==> config.mk <==
export PLATFORM = sky130hd
export DESIGN_NAME = median_ctrl
export DESIGN_NICKNAME = d
export VERILOG_FILES = /design/src/rtl/median_pkg.sv /design/src/rtl/median_ctrl.sv
export SDC_FILE = /design/constraint.sdc
export NUM_CORES = 1
export LEC_CHECK = 0
export CORE_MARGIN = 4
export CORE_UTILIZATION = 52
export DETAILED_ROUTE_END_ITERATION = 8
export GPL_TIMING_DRIVEN = 0
export PLACE_DENSITY_LB_ADDON = 0.3
export REMOVE_ABC_BUFFERS = 1
export SYNTH_ARGS = -nofsm -noshare
export SYNTH_HDL_FRONTEND = slang
export SYNTH_SLANG_ARGS = --single-unit
==> constraint.sdc <==
create_clock -name CLK -period 2.7 [get_ports CLK]
set_input_delay 0.81 -clock CLK [delete_from_list [all_inputs] [get_ports CLK]]
set_output_delay 0.81 -clock CLK [all_outputs]
set_load 0.01 [all_outputs]
==> src/rtl/median_pkg.sv <==
// Shared types and helpers for the MED median sequencer.
//   med_state_t : sequencer state encoding (IDLE, LOAD, SORT, DONE)
//   N_PIX_DEF   : default pixels per window
//   cmp_len     : compare-exchange cycles in a non-final sort pass
package median_pkg;

    typedef enum logic [1:0] {
        IDLE = 2'd0,
        LOAD = 2'd1,
        SORT = 2'd2,
        DONE = 2'd3
    } med_state_t;

    localparam int unsigned N_PIX_DEF = 9;

    // Pass p compares one fewer pair than pass p-1; the rest of the pass recirculates.
    function automatic int unsigned cmp_len(input int unsigned n_pix, input int unsigned p);
        return n_pix - 1 - p;
    endfunction

endpackage

==> src/rtl/median_ctrl.sv <==
// Sequencer for the MED median datapath. Collects an N_PIX-pixel burst on DSI,
// then drives the BYP load/compare/recirculate schedule and pulses DSO when
// MED.DO holds the median.
// Ports:
//   CLK  : clock, rising edge
//   nRST : synchronous active-low reset
//   DSI  : pixel strobe, one pixel per cycle while high
//   BYP  : to MED.BYP, 1 = shift/recirculate, 0 = compare-exchange
//   DSO  : one-cycle pulse, MED.DO holds the median
//   RDY  : a new window may start (IDLE or DONE)
module median_ctrl
    import median_pkg::*;
#(
    parameter int unsigned N_PIX = N_PIX_DEF
) (
    input  logic CLK,
    input  logic nRST,
    input  logic DSI,
    output logic BYP,
    output logic DSO,
    output logic RDY
);

    localparam int unsigned P       = (N_PIX + 1) / 2;
    localparam int unsigned PIX_W   = $clog2(N_PIX);
    localparam int unsigned P_W     = $clog2(P);
    localparam int unsigned FIN_LEN = (N_PIX - 1) / 2;

    localparam logic [PIX_W-1:0] LAST_PIX = PIX_W'(N_PIX - 1);
    localparam logic [P_W-1:0]   LAST_P   = P_W'(P - 1);
    localparam logic [PIX_W-1:0] FIN_LAST = PIX_W'(FIN_LEN - 1);

    med_state_t       state_q, state_d;
    logic [PIX_W-1:0] pix_q, pix_d;
    logic [PIX_W-1:0] s_q, s_d;
    logic [P_W-1:0]   p_q, p_d;
    logic             byp_q, byp_d;
    logic             dso_q, dso_d;
    logic             rdy_q, rdy_d;

    // Next state/counters, then the Moore outputs decoded from the next state
    // so the output flops present them in the same cycle as the state.
    always_comb begin
        state_d = state_q;
        pix_d   = pix_q;
        s_d     = s_q;
        p_d     = p_q;
        byp_d   = 1'b1;
        dso_d   = 1'b0;
        rdy_d   = 1'b0;

        unique case (state_q)
            IDLE: begin
                if (DSI) begin
                    state_d = LOAD;
                    pix_d   = PIX_W'(1);
                end
            end
            LOAD: begin
                if (!DSI) begin
                    // Short burst: drop the partial window.
                    state_d = IDLE;
                    pix_d   = '0;
                end else if (pix_q == LAST_PIX) begin
                    state_d = SORT;
                    pix_d   = '0;
                    s_d     = '0;
                    p_d     = '0;
                end else begin
                    pix_d = pix_q + PIX_W'(1);
                end
            end
            SORT: begin
                // DSI is deliberately ignored while sorting.
                if (p_q == LAST_P) begin
                    if (s_q == FIN_LAST) begin
                        state_d = DONE;
                        s_d     = '0;
                        p_d     = '0;
                    end else begin
                        s_d = s_q + PIX_W'(1);
                    end
                end else if (s_q == LAST_PIX) begin
                    s_d = '0;
                    p_d = p_q + P_W'(1);
                end else begin
                    s_d = s_q + PIX_W'(1);
                end
            end
            DONE: begin
                if (DSI) begin
                    // Back-to-back window: this pixel is pixel 0.
                    state_d = LOAD;
                    pix_d   = PIX_W'(1);
                end else begin
                    state_d = IDLE;
                end
            end
            default: begin
                state_d = IDLE;
                pix_d   = '0;
                s_d     = '0;
                p_d     = '0;
            end
        endcase

        unique case (state_d)
            IDLE: rdy_d = 1'b1;
            LOAD: byp_d = 1'b1;
            SORT: begin
                // Final pass is all compare; earlier passes compare then recirculate.
                if (p_d == LAST_P) begin
                    byp_d = 1'b0;
                end else begin
                    byp_d = !(32'(s_d) < cmp_len(N_PIX, 32'(p_d)));
                end
            end
            DONE: begin
                dso_d = 1'b1;
                rdy_d = 1'b1;
            end
            default: rdy_d = 1'b1;
        endcase
    end

    // State, counters and output registers; reset returns to IDLE from anywhere.
    always_ff @(posedge CLK) begin
        if (!nRST) begin
            state_q <= IDLE;
            pix_q   <= '0;
            s_q     <= '0;
            p_q     <= '0;
            byp_q   <= 1'b1;
            dso_q   <= 1'b0;
            rdy_q   <= 1'b1;
        end else begin
            state_q <= state_d;
            pix_q   <= pix_d;
            s_q     <= s_d;
            p_q     <= p_d;
            byp_q   <= byp_d;
            dso_q   <= dso_d;
            rdy_q   <= rdy_d;
        end
    end

    assign BYP = byp_q;
    assign DSO = dso_q;
    assign RDY = rdy_q;

endmodule

Word-level counts from Yosys, hierarchy flattened
Cells that the tools add are included.
Widths: inputs -> output; s select.
{ "totals": {"register_bits": 16, "input_bits": 3, "out_inout_bits": 3, "elab_cells": 57} }
{ "classes": {"n_addsub": 4, "order_cmp": 1, "n_eq_ne": 11, "mux": 26, "n_reduce_logical": 8} }
{ "ops": {"columns": ["cell", "n"], "rows": [
  ["$lt 4x32->1", 1],
  ["$mux 4", 8],
  ["$pmux 4 s2", 2],
  ["$mux 3", 5],
  ["$mux 2", 5],
  ["$add 4x1->4 const B", 2],
  ["$eq 2x2->1 const B", 4],
  ["$eq 4x4->1 const B", 2],
  ["$pmux 2 s4", 1],
  ["$eq 3x3->1 const B", 2],
  ["$pmux 3 s2", 1],
  ["$sub 4x3->5 const A", 1],
  ["$eq 4x2->1 const B", 1],
  ["$logic_not 2->1", 2],
  ["$mux 1", 4],
  ["$reduce_and 2->1", 2],
  ["$reduce_or 2->1", 2],
  ["$add 3x1->3 const B", 1],
  ["$eq 2x1->1 const B", 1],
  ["$ne 2x1->1 const B", 1],
  ["$reduce_bool 2->1", 1],
  ["$logic_not 1->1", 1]
]} }

Longest topological paths before layout
Gate-level depths: netlist of the first run.
{ "depth": {"word_depth": 8, "ltp_mapped": 14, "mapped_depth_nobuf": 14} }

Least setup slack after synthesis of the first run
Ideal clock, no wire load.
{ "synth_path": {"path_kind": "input-to-reg", "from": "input port DSI", "to": "register byp_q, in the netlist BYP", "setup_ns": 0.116, "arrival_time_ns": 2.722, "required_ns": 2.584, "path_slack_ns": -0.138, "path_stages": 12, "path_buffers": 0, "cell_sequence": "nand4b_1 a221o_1 a21o_2 a22oi_1 ha_1 ha_1 ha_1 nand2_1 nor2_1 nand2_1 o2111ai_1 a31o_2"} }
{ "synth_between": {"elab_chain_len": 6, "elab_cells_between_ends": 15, "classes_between": "1 x add/sub; 1 x order compare; 2 x eq/ne; 9 x mux; 2 x reduce/logical"} }
{ "synth_lines": {"columns": ["element", "line", "text"], "rows": [
  ["start: declaration", "median_ctrl.sv:18", "input logic DSI,"],
  ["$mux 3", "median_ctrl.sv:60", "if (!DSI) begin"],
  ["$pmux 3 s2", "median_ctrl.sv:52", "unique case (state_q)"],
  ["$sub 4x3->5", "median_pkg.sv:18", "return n_pix - 1 - p;"],
  ["$lt 4x32->1", "median_ctrl.sv:115", "byp_d = !(32'(s_d) < cmp_len(N_PIX, 32'(p_d)));"],
  ["$logic_not 1->1", "median_ctrl.sv:115", null],
  ["$mux 1", "median_ctrl.sv:112", "if (p_d == LAST_P) begin"],
  ["end signal: assignment", "median_ctrl.sv:141", "byp_q <= byp_d;"],
  ["end: declaration", "median_ctrl.sv:37", "logic byp_q, byp_d;"]
]} }
Several ways; a longest one is shown, not always the timed one.
A chain may end at the register's enable or synchronous reset.

Final worst setup path of the first run
{ "layout_path": {"from": "register p_q[1]", "to": "register byp_q, in the netlist BYP"} }
{ "layout_between": {"elab_chain_len": 8, "elab_cells_between_ends": 19, "classes_between": "2 x add/sub; 1 x order compare; 3 x eq/ne; 11 x mux; 2 x reduce/logical"} }
{ "layout_lines": {"columns": ["element", "line", "text"], "rows": [
  ["start: declaration", "median_ctrl.sv:36", "logic [P_W-1:0] p_q, p_d;"],
  ["start signal: assignment", "median_ctrl.sv:140", "p_q <= p_d;"],
  ["$add 3x1->3", "median_ctrl.sv:85", "p_d = p_q + P_W'(1);"],
  ["$mux 3", "median_ctrl.sv:83", "end else if (s_q == LAST_PIX) begin"],
  ["$mux 3 (*)", "median_ctrl.sv:75", "if (p_q == LAST_P) begin"],
  ["$pmux 3 s2 (*)", "median_ctrl.sv:52", null],
  ["named net p_d[2]", "median_ctrl.sv:36", null],
  ["$sub 4x3->5", "median_pkg.sv:18", null],
  ["$lt 4x32->1", "median_ctrl.sv:115", null],
  ["$logic_not 1->1", "median_ctrl.sv:115", null],
  ["$mux 1 (*)", "median_ctrl.sv:112", null]
]} }
Mark *: on every way through the listed nets, which the timed path passes. The rest lies on a longest branch.

==> metrics.csv, run 1 <==
metric;value;unit
outcome;finished clean;
largest net degree at the start of global routing;11;
combinational group share of total power;35.0;%
clk buf depth;2;
delay-heaviest family, CP;simple AND/OR/NAND/NOR gates;
Sw Ratio;33.80;%
Worst-path clk slew;0.11;ns
FP Rows;16;
critical path's largest stage delay;0.43;ns
NetSw;206.5;uW
Adder-Cell Fraction of Synth Area;18.70;%
Final Cycle Share;99.41;%
Yosys top cell by area;dfxtp_1;
endpoints failing hold;0;
mapped cell area;0.001137;sq mm
clk_skew;0.008904;ns
Seq/Total Area, Yosys;28.16;%
crit path DAT;2.88;ns
gr ovfl total;0;
RePlAce Congestion;0.8456;
minimum clock period;2.684;ns
highest fanout seen on the critical path;3;
hold path depth;2;
synth unique cells;44;
Pleak;0.0005563;uW
vias post-DR;1122;
Synth Area in Compound Gates;23.65;%
layout cell share with drive strength beyond 1;30.07;%
Die Y;54.77;um
Die ar.;0.002999;sq mm
Pwr Total;611.1;uW
main combinational cell family by area after synthesis;compound AO/OA/AOI/OAI gates;
Hold Path End;pix_q[1]$_SDFFE_PN0P_;
Die Wd;54.77;um
initial core utilization;56.25;%
CP startpoint kind;flop;
slew margin rel.;65.98;%
initial drt markers;33;
syn_area_per_cell;8.363;sq um
Area Growth Syn to Fin;28.27;%
Core Region;0.002022;sq mm
crit end category;flop;
setup TNS;0;ns
min-delay worst type;reg -> reg;
fmax;372.6;MHz
Worst R2R End;BYP$_SDFF_PN1_;
Clk pwr share;22.1;%
worst path cell trace;inv_1, ha_1, nand2_1, nor3_1, or3_1, a21oi_2, o21bai_1, ha_1, nand2_2, nor2_2, nand2_1, o2111ai_1, a31o_2;
vias per inst;6.233;
Post-synth ARST share;0;%
CP Buf/Inv Count;1;
drt drc;0;
CTS tree;yes;
Antenna Nets Post-Route;0;
Post-synth EDFFs;0;
Worst-Margin Slew;0.5104;ns
most frequent cells in the layout;13 x nand2_1, 12 x buf_4, 10 x dfxtp_1, 10 x ha_1, 9 x inv_1;
WP data required;2.90;ns
unrepaired setup endpoints after global routing;true;
Final Cell Area;0.001459;sq mm
internal power;404.5;uW
Max-cap violations;0;
post-synthesis mux area share;1.760;%
CP Class;reg -> reg;
Worst R2R Start;p_q[1]$_SDFF_PN0_;
Setup-failing EPs final;0;
Post-Synth XOR/XNOR Area;0;%
initial antenna violation count;0;
commonest non-fill, non-tap cell in the layout;nand2_1;
ys flop type;dfxtp_1;
Skew-Pair Late Insertion Delay;0.29;ns
Total Routed Length;3156;um
Flop pwr share;42.9;%
dpl cell area;0.001209;sq mm
vias in the first global route;1045;
CP max stage cell;dfxtp_1;
Total Routing Usage GR;21.44;%
pwr dens;418.9;mW/mm^2
first-pass GRT wire length;4636;um
Final nets;175;
share of the synthesized area in the top cell type;28.16;%
Layout Utilization;72.15;%
Worst VDD drop;0.0004281;V
hold path start;pix_q[1]$_SDFFE_PN0P_;
synth warn;0;
CTS Buf Count;3;
CTS Hold Bufs;0;
Pins Over Slew Limit;0;
top post-synthesis cells by area;dfxtp_1 28%, ha_1 19%, nand2_1 4.6%;
Root Driver;clkbuf_4;
CTS H-Tree Depth;1;
Inserted Diodes;0;
CTS Sinks;16;
port bufs;5;
Fillers;134;
Avg WL per Cell;17.53;um
I/O pins;6;
r2r worst-path depth;13;
Yosys reg bits;16;
drt pass-1 iters;4;
cell count after synthesis;136;
Detailed Place HPWL;1810;um
worst reg2reg setup slack;0.02;ns
Post-Synth Simple-Gate Area;22.33;%
## worst max-delay path by stage
stage | from | endpoint | slack (ns) | cells after the start
global route | p_q[1]$_SDFF_PN0_ | BYP$_SDFF_PN1_ | -0.15 | 11
finish | p_q[1]$_SDFF_PN0_ | BYP$_SDFF_PN1_ | 0.02 | 13
floorplan | DSI | BYP$_SDFF_PN1_ | -0.13 | 12
global placement | DSI | BYP$_SDFF_PN1_ | -0.92 | 13
detailed placement | DSI | BYP$_SDFF_PN1_ | -1.02 | 13
CTS | DSI | BYP$_SDFF_PN1_ | 0.03 | 13
## Yosys cell counts (2+ instances only)
library cell  number
a22oi_1            2
o31a_1             2
nand4_1            2
o21a_1             2
nand3_1            2
o21ai_1            2
nand4b_1           2
dfxtp_1           16
mux2i_1            2
a21oi_1            9
nand2_1           14
ha_1              17
o211ai_1           2
nor2_1             6
and2_1             6
nor2b_1            2
o21ai_0            4
inv_1             13
clkbuf_1           2
nor3_1             4
nand3b_1           2
## power groups by stage
stage / Sequential [uW] / Clock, uW / Combinational, uW
floorplan: 266 / 0 / 96.3
global placement: 264 / 0 / 137
detailed placement: 264 / 0 / 142
CTS: 257 / 133 / 184
global route: 263 / 144 / 232
finish: 262 / 135 / 214
## layout make-up
cell class | instances | area [sq um] | share of cell area, %
multi-input combinational | 104 | 865.8 | 59.35
clock buffer | 3 | 22.52 | 1.544
sequential | 16 | 335.3 | 22.98
inverter | 13 | 56.30 | 3.859
tap | 27 | 33.78 | 2.316
timing repair buffer | 17 | 145.1 | 9.949
## what timing repair did
| item | 4_1_cts | 5_1_grt |
|---|---|---|
| gates resized for setup | 28 | 14 |
| gates cloned | 0 | 0 |
| buffers inserted | 8 | 4 |
| hold endpoints to repair | 0 | 0 |
| setup endpoints to repair | 1 | 1 |
| pin swaps | 6 | 10 |
## metrics by stage
step	cells	setup WS (ns)	hold slack, ns
2_1_floorplan	133	-0.1318	0.4619
3_3_place_gp	165	-0.9229	0.4751
3_5_place_dp	165	-1.020	0.4899
4_1_cts	176	0.02649	0.5048
5_1_grt	180	-0.1531	0.5066
6_report	180	0.01581	0.4869
## logic make-up after synthesis
group,Yosys count
adder cells (fa/ha/maj),17
flip-flops,16
buffers and inverters,16
AO/OA/AOI/OAI,38
AND/OR/NAND/NOR,47
multiplexers,2
## flip-flops by register name, indices dropped and copies added (netlist names)
name / cells
s_q: 4
pix_q: 4
RDY: 1
DSO: 1
p_q: 3
state_q: 2
BYP: 1
## metal layers
layer	share of wire, %	global-route usage (%)	vias up	wire (um)
met2	49	36.02	48	1533
met4	1.9	10.79	0	61
li1	-	-	529	-
met3	7.5	4.087	10	236
met1	42	25.66	535	1324
met5	0	0	-	0
## worst min-delay path: stages (launching register included)
cell	delay [ns]
dfxtp_2	0.35
nand2_1	0.06
a21oi_1	0.05
(Power assumes the default switching activity.)
==> run 2, diff against run 1 <==
--- a/config.mk
+++ b/config.mk
@@ -5,8 +5,10 @@
 export SDC_FILE = /design/constraint.sdc
 export NUM_CORES = 1
 export LEC_CHECK = 0
+export CELL_PAD_IN_SITES_DETAIL_PLACEMENT = 1
+export CELL_PAD_IN_SITES_GLOBAL_PLACEMENT = 1
 export CORE_MARGIN = 4
-export CORE_UTILIZATION = 52
+export CORE_UTILIZATION = 40
 export DETAILED_ROUTE_END_ITERATION = 8
 export GPL_TIMING_DRIVEN = 0
 export PLACE_DENSITY_LB_ADDON = 0.3
==> run 2 against run 1 <==
The run now ends with negative setup slack left. Critical path depth increased by 1. Maximum frequency decreased by 1.7%. Clock skew decreased by 0.0068 ns. Worst hold slack improved by 0.00052 ns. Global-route usage decreased by 0.41 points. Register-to-register slack got worse by 0.05 ns. Critical path type unchanged. Largest power group unchanged.
==> metrics.csv, run 2 (synthesized netlist as in run 1, its figures left out) <==
metric;value;unit;change
clk buf depth;2;;unchanged
Worst-Margin Slew;0.3814;ns;was 0.5104 ns
CTS H-Tree Depth;1;;unchanged
Final nets;181;;was 175
FF+latch area;340.3;sq um;was 335.3 sq um
crit path DAT;2.93;ns;was 2.88 ns
setup TNS;-0.02934;ns;was 0 ns
CTS Sinks;16;;unchanged
FP Rows;19;;was 16
Antenna Nets Post-Route;0;;unchanged
drt pass-1 iters;4;;unchanged
CTS Buf Count;3;;unchanged
CP startpoint kind;flop;;unchanged
Final Cycle Share;101.1;%;was 99.41%
initial core utilization;41.60;%;was 56.25%
critical path's largest stage delay;0.40;ns;was 0.43 ns
clk_skew;0.002142;ns;was 0.008904 ns
WHS;0.4874;ns;was 0.4869 ns
failing checks;negative setup slack;;
hold path depth;2;;unchanged
vias in the first global route;1244;;was 1,045
RePlAce Congestion;0.8214;;was 0.8456
Layout Utilization;57.35;%;was 72.15%
Worst-path clk slew;0.11;ns;about the same
Total Routed Length;3655;um;was 3156 um
Avg WL per Cell;19.14;um;was 17.53 um
gr ovfl total;0;;unchanged
min-delay worst type;reg -> reg;;unchanged
Worst R2R End;BYP$_SDFF_PN1_;;unchanged
worst reg2reg setup slack;-0.03;ns;was 0.02 ns
Pleak;0.0005954;uW;was 0.0005563 uW
outcome;complete, but fails checks;;was finished clean
Root Driver;clkbuf_4;;unchanged
port bufs;5;;unchanged
endpoints failing hold;0;;unchanged
Inst Count DP;169;;was 165
Core Region;0.002734;sq mm;was 0.002022 sq mm
multi-input logic area;905.9;sq um;was 865.8 sq um
drt drc;0;;unchanged
Die Y;61.33;um;was 54.77 um
r2r worst-path depth;14;;was 13
initial antenna violation count;0;;unchanged
end of the critical path;BYP$_SDFF_PN1_;;unchanged
Setup-failing EPs final;1;;was 0
slew margin rel.;74.54;%;was 65.98%
Pins Over Slew Limit;0;;unchanged
Worst R2R Start;state_q[1]$_SDFF_PN0_;;was p_q[1]$_SDFF_PN0_
worst path cell trace;inv_6, ha_4, inv_4, a221o_1, a21o_4, a22oi_2, ha_2, ha_4, ha_4, nand2_2, nor2_2, nand2_1, o2111ai_2, a31o_2;;was inv_1, ha_1, nand2_1, nor3_1, or3_1, a21oi_2, o21bai_1, ha_1, nand2_2, nor2_2, nand2_1, o2111ai_1, a31o_2
CP max stage cell;dfxtp_4;;was dfxtp_1
post-route insts no fill;191;;was 180
vias per inst;5.937;;was 6.233
unrepaired setup endpoints after global routing;true;;unchanged
largest net degree at the start of global routing;11;;unchanged
initial drt markers;46;;was 33
minimum clock period;2.729;ns;was 2.684 ns
crit end category;flop;;unchanged
first-pass GRT wire length;5733;um;was 4636 um
Area Growth Syn to Fin;37.84;%;was 28.27%
Die ar.;0.003761;sq mm;was 0.002999 sq mm
Inserted Diodes;0;;unchanged
CTS tree;yes;;unchanged
Fillers;312;;was 134
Worst VDD drop;0.0003481;V;was 0.0004281 V
CP Class;reg -> reg;;unchanged
setup ws final;-0.02934;ns;was 0.01581 ns
vias post-DR;1134;;was 1,122
CP most frequent cell;ha_4;;
fmax;366.4;MHz;was 372.6 MHz
crit path from;state_q[1]$_SDFF_PN0_;;was p_q[1]$_SDFF_PN0_
I/O pins;6;;unchanged
highest fanout seen on the critical path;5;;was 3
WP data required;2.90;ns;about the same
Top Registers;pix_q (4), s_q (4), p_q (3);;unchanged
CTS Hold Bufs;0;;unchanged
Detailed Place HPWL;2081;um;was 1810 um
most frequent cells in the layout;18 x buf_4, 12 x nand2_1, 9 x ha_1;;was 13 x nand2_1, 12 x buf_4, 10 x dfxtp_1, 10 x ha_1, 9 x inv_1
layout cell share with drive strength beyond 1;38.75;%;was 30.07%
Max-cap violations;0;;unchanged
Skew-Pair Late Insertion Delay;0.30;ns;was 0.29 ns
Total Routing Usage GR;21.03;%;was 21.44%
Die Wd;61.33;um;was 54.77 um
commonest non-fill, non-tap cell in the layout;buf_4;;was nand2_1
pwr dens;414.0;mW/mm^2;was 418.9 mW/mm^2
run 2: cell count changes in the layout (fill, tap and decap cells not counted), sizes merged:
cell	previous run	this run
buf	13	19
clkbuf	3	4
run 2: cell type report:
class	instances	area share [%]
multi-input cells	104	57.78
flip-flops and latches	16	21.71
repair buffers	23	12.13
inverters	13	3.591
well taps	31	2.474
clock buffers	4	2.314
run 2: where the power goes:
group / total [uW] / leakage [uW] / internal, uW / switching [uW]
registers: 260 / 0.000135 / 249 / 10.9
logic: 219 / 0.000440 / 102 / 118
clock network: 170 / 0.0000210 / 82.2 / 87.3
run 2: how the worst min path moves through the flow:
stage	from	to	slack, ns
2_1_floorplan	pix_q[1]$_SDFFE_PN0P_	pix_q[1]$_SDFFE_PN0P_	0.46
3_3_place_gp	pix_q[1]$_SDFFE_PN0P_	pix_q[1]$_SDFFE_PN0P_	0.48
3_5_place_dp	pix_q[1]$_SDFFE_PN0P_	pix_q[1]$_SDFFE_PN0P_	0.49
4_1_cts	pix_q[1]$_SDFFE_PN0P_	pix_q[1]$_SDFFE_PN0P_	0.49
5_1_grt	pix_q[1]$_SDFFE_PN0P_	pix_q[1]$_SDFFE_PN0P_	0.52
6_report	pix_q[1]$_SDFFE_PN0P_	pix_q[1]$_SDFFE_PN0P_	0.49
run 2: what timing repair did:
item | CTS | global route
resized for setup | 31 | 23
pin swaps | 9 | 8
endpoints found under the setup margin | 1 | 1
setup buffers | 15 | 3
run 2: worst max-delay path: cells and delay by family (launching register included):
kind            cells  cell delay [ns]
fa+ha+maj           4             0.94
flops               1             0.40
buf+inv             2             0.10
simple gates        3             0.17
compound gates      5             1.01
run 2: per-stage QoR:
stage | cell area [sq um] | total power (uW) | setup WS [ns]
final | 1568 | 649.0 | -0.02934
after global routing | 1568 | 687.6 | -0.1404
after CTS | 1454 | 608.2 | 0.0002915
after detailed placement | 1214 | 411.8 | -1.015
after global placement | 1214 | 404.5 | -0.9519
after floorplan | 1125 | 362.1 | -0.1318
run 2: routing by layer:
| metal | GRT usage [%] | up-vias | share of wire, % |
|---|---|---|---|
| met5 | 0 | - | 0 |
| met4 | 13.93 | 0 | 5.1 |
| met3 | 4.193 | 18 | 2.4 |
| met2 | 37.16 | 24 | 52 |
| met1 | 22.45 | 554 | 41 |
| li1 | - | 538 | - |
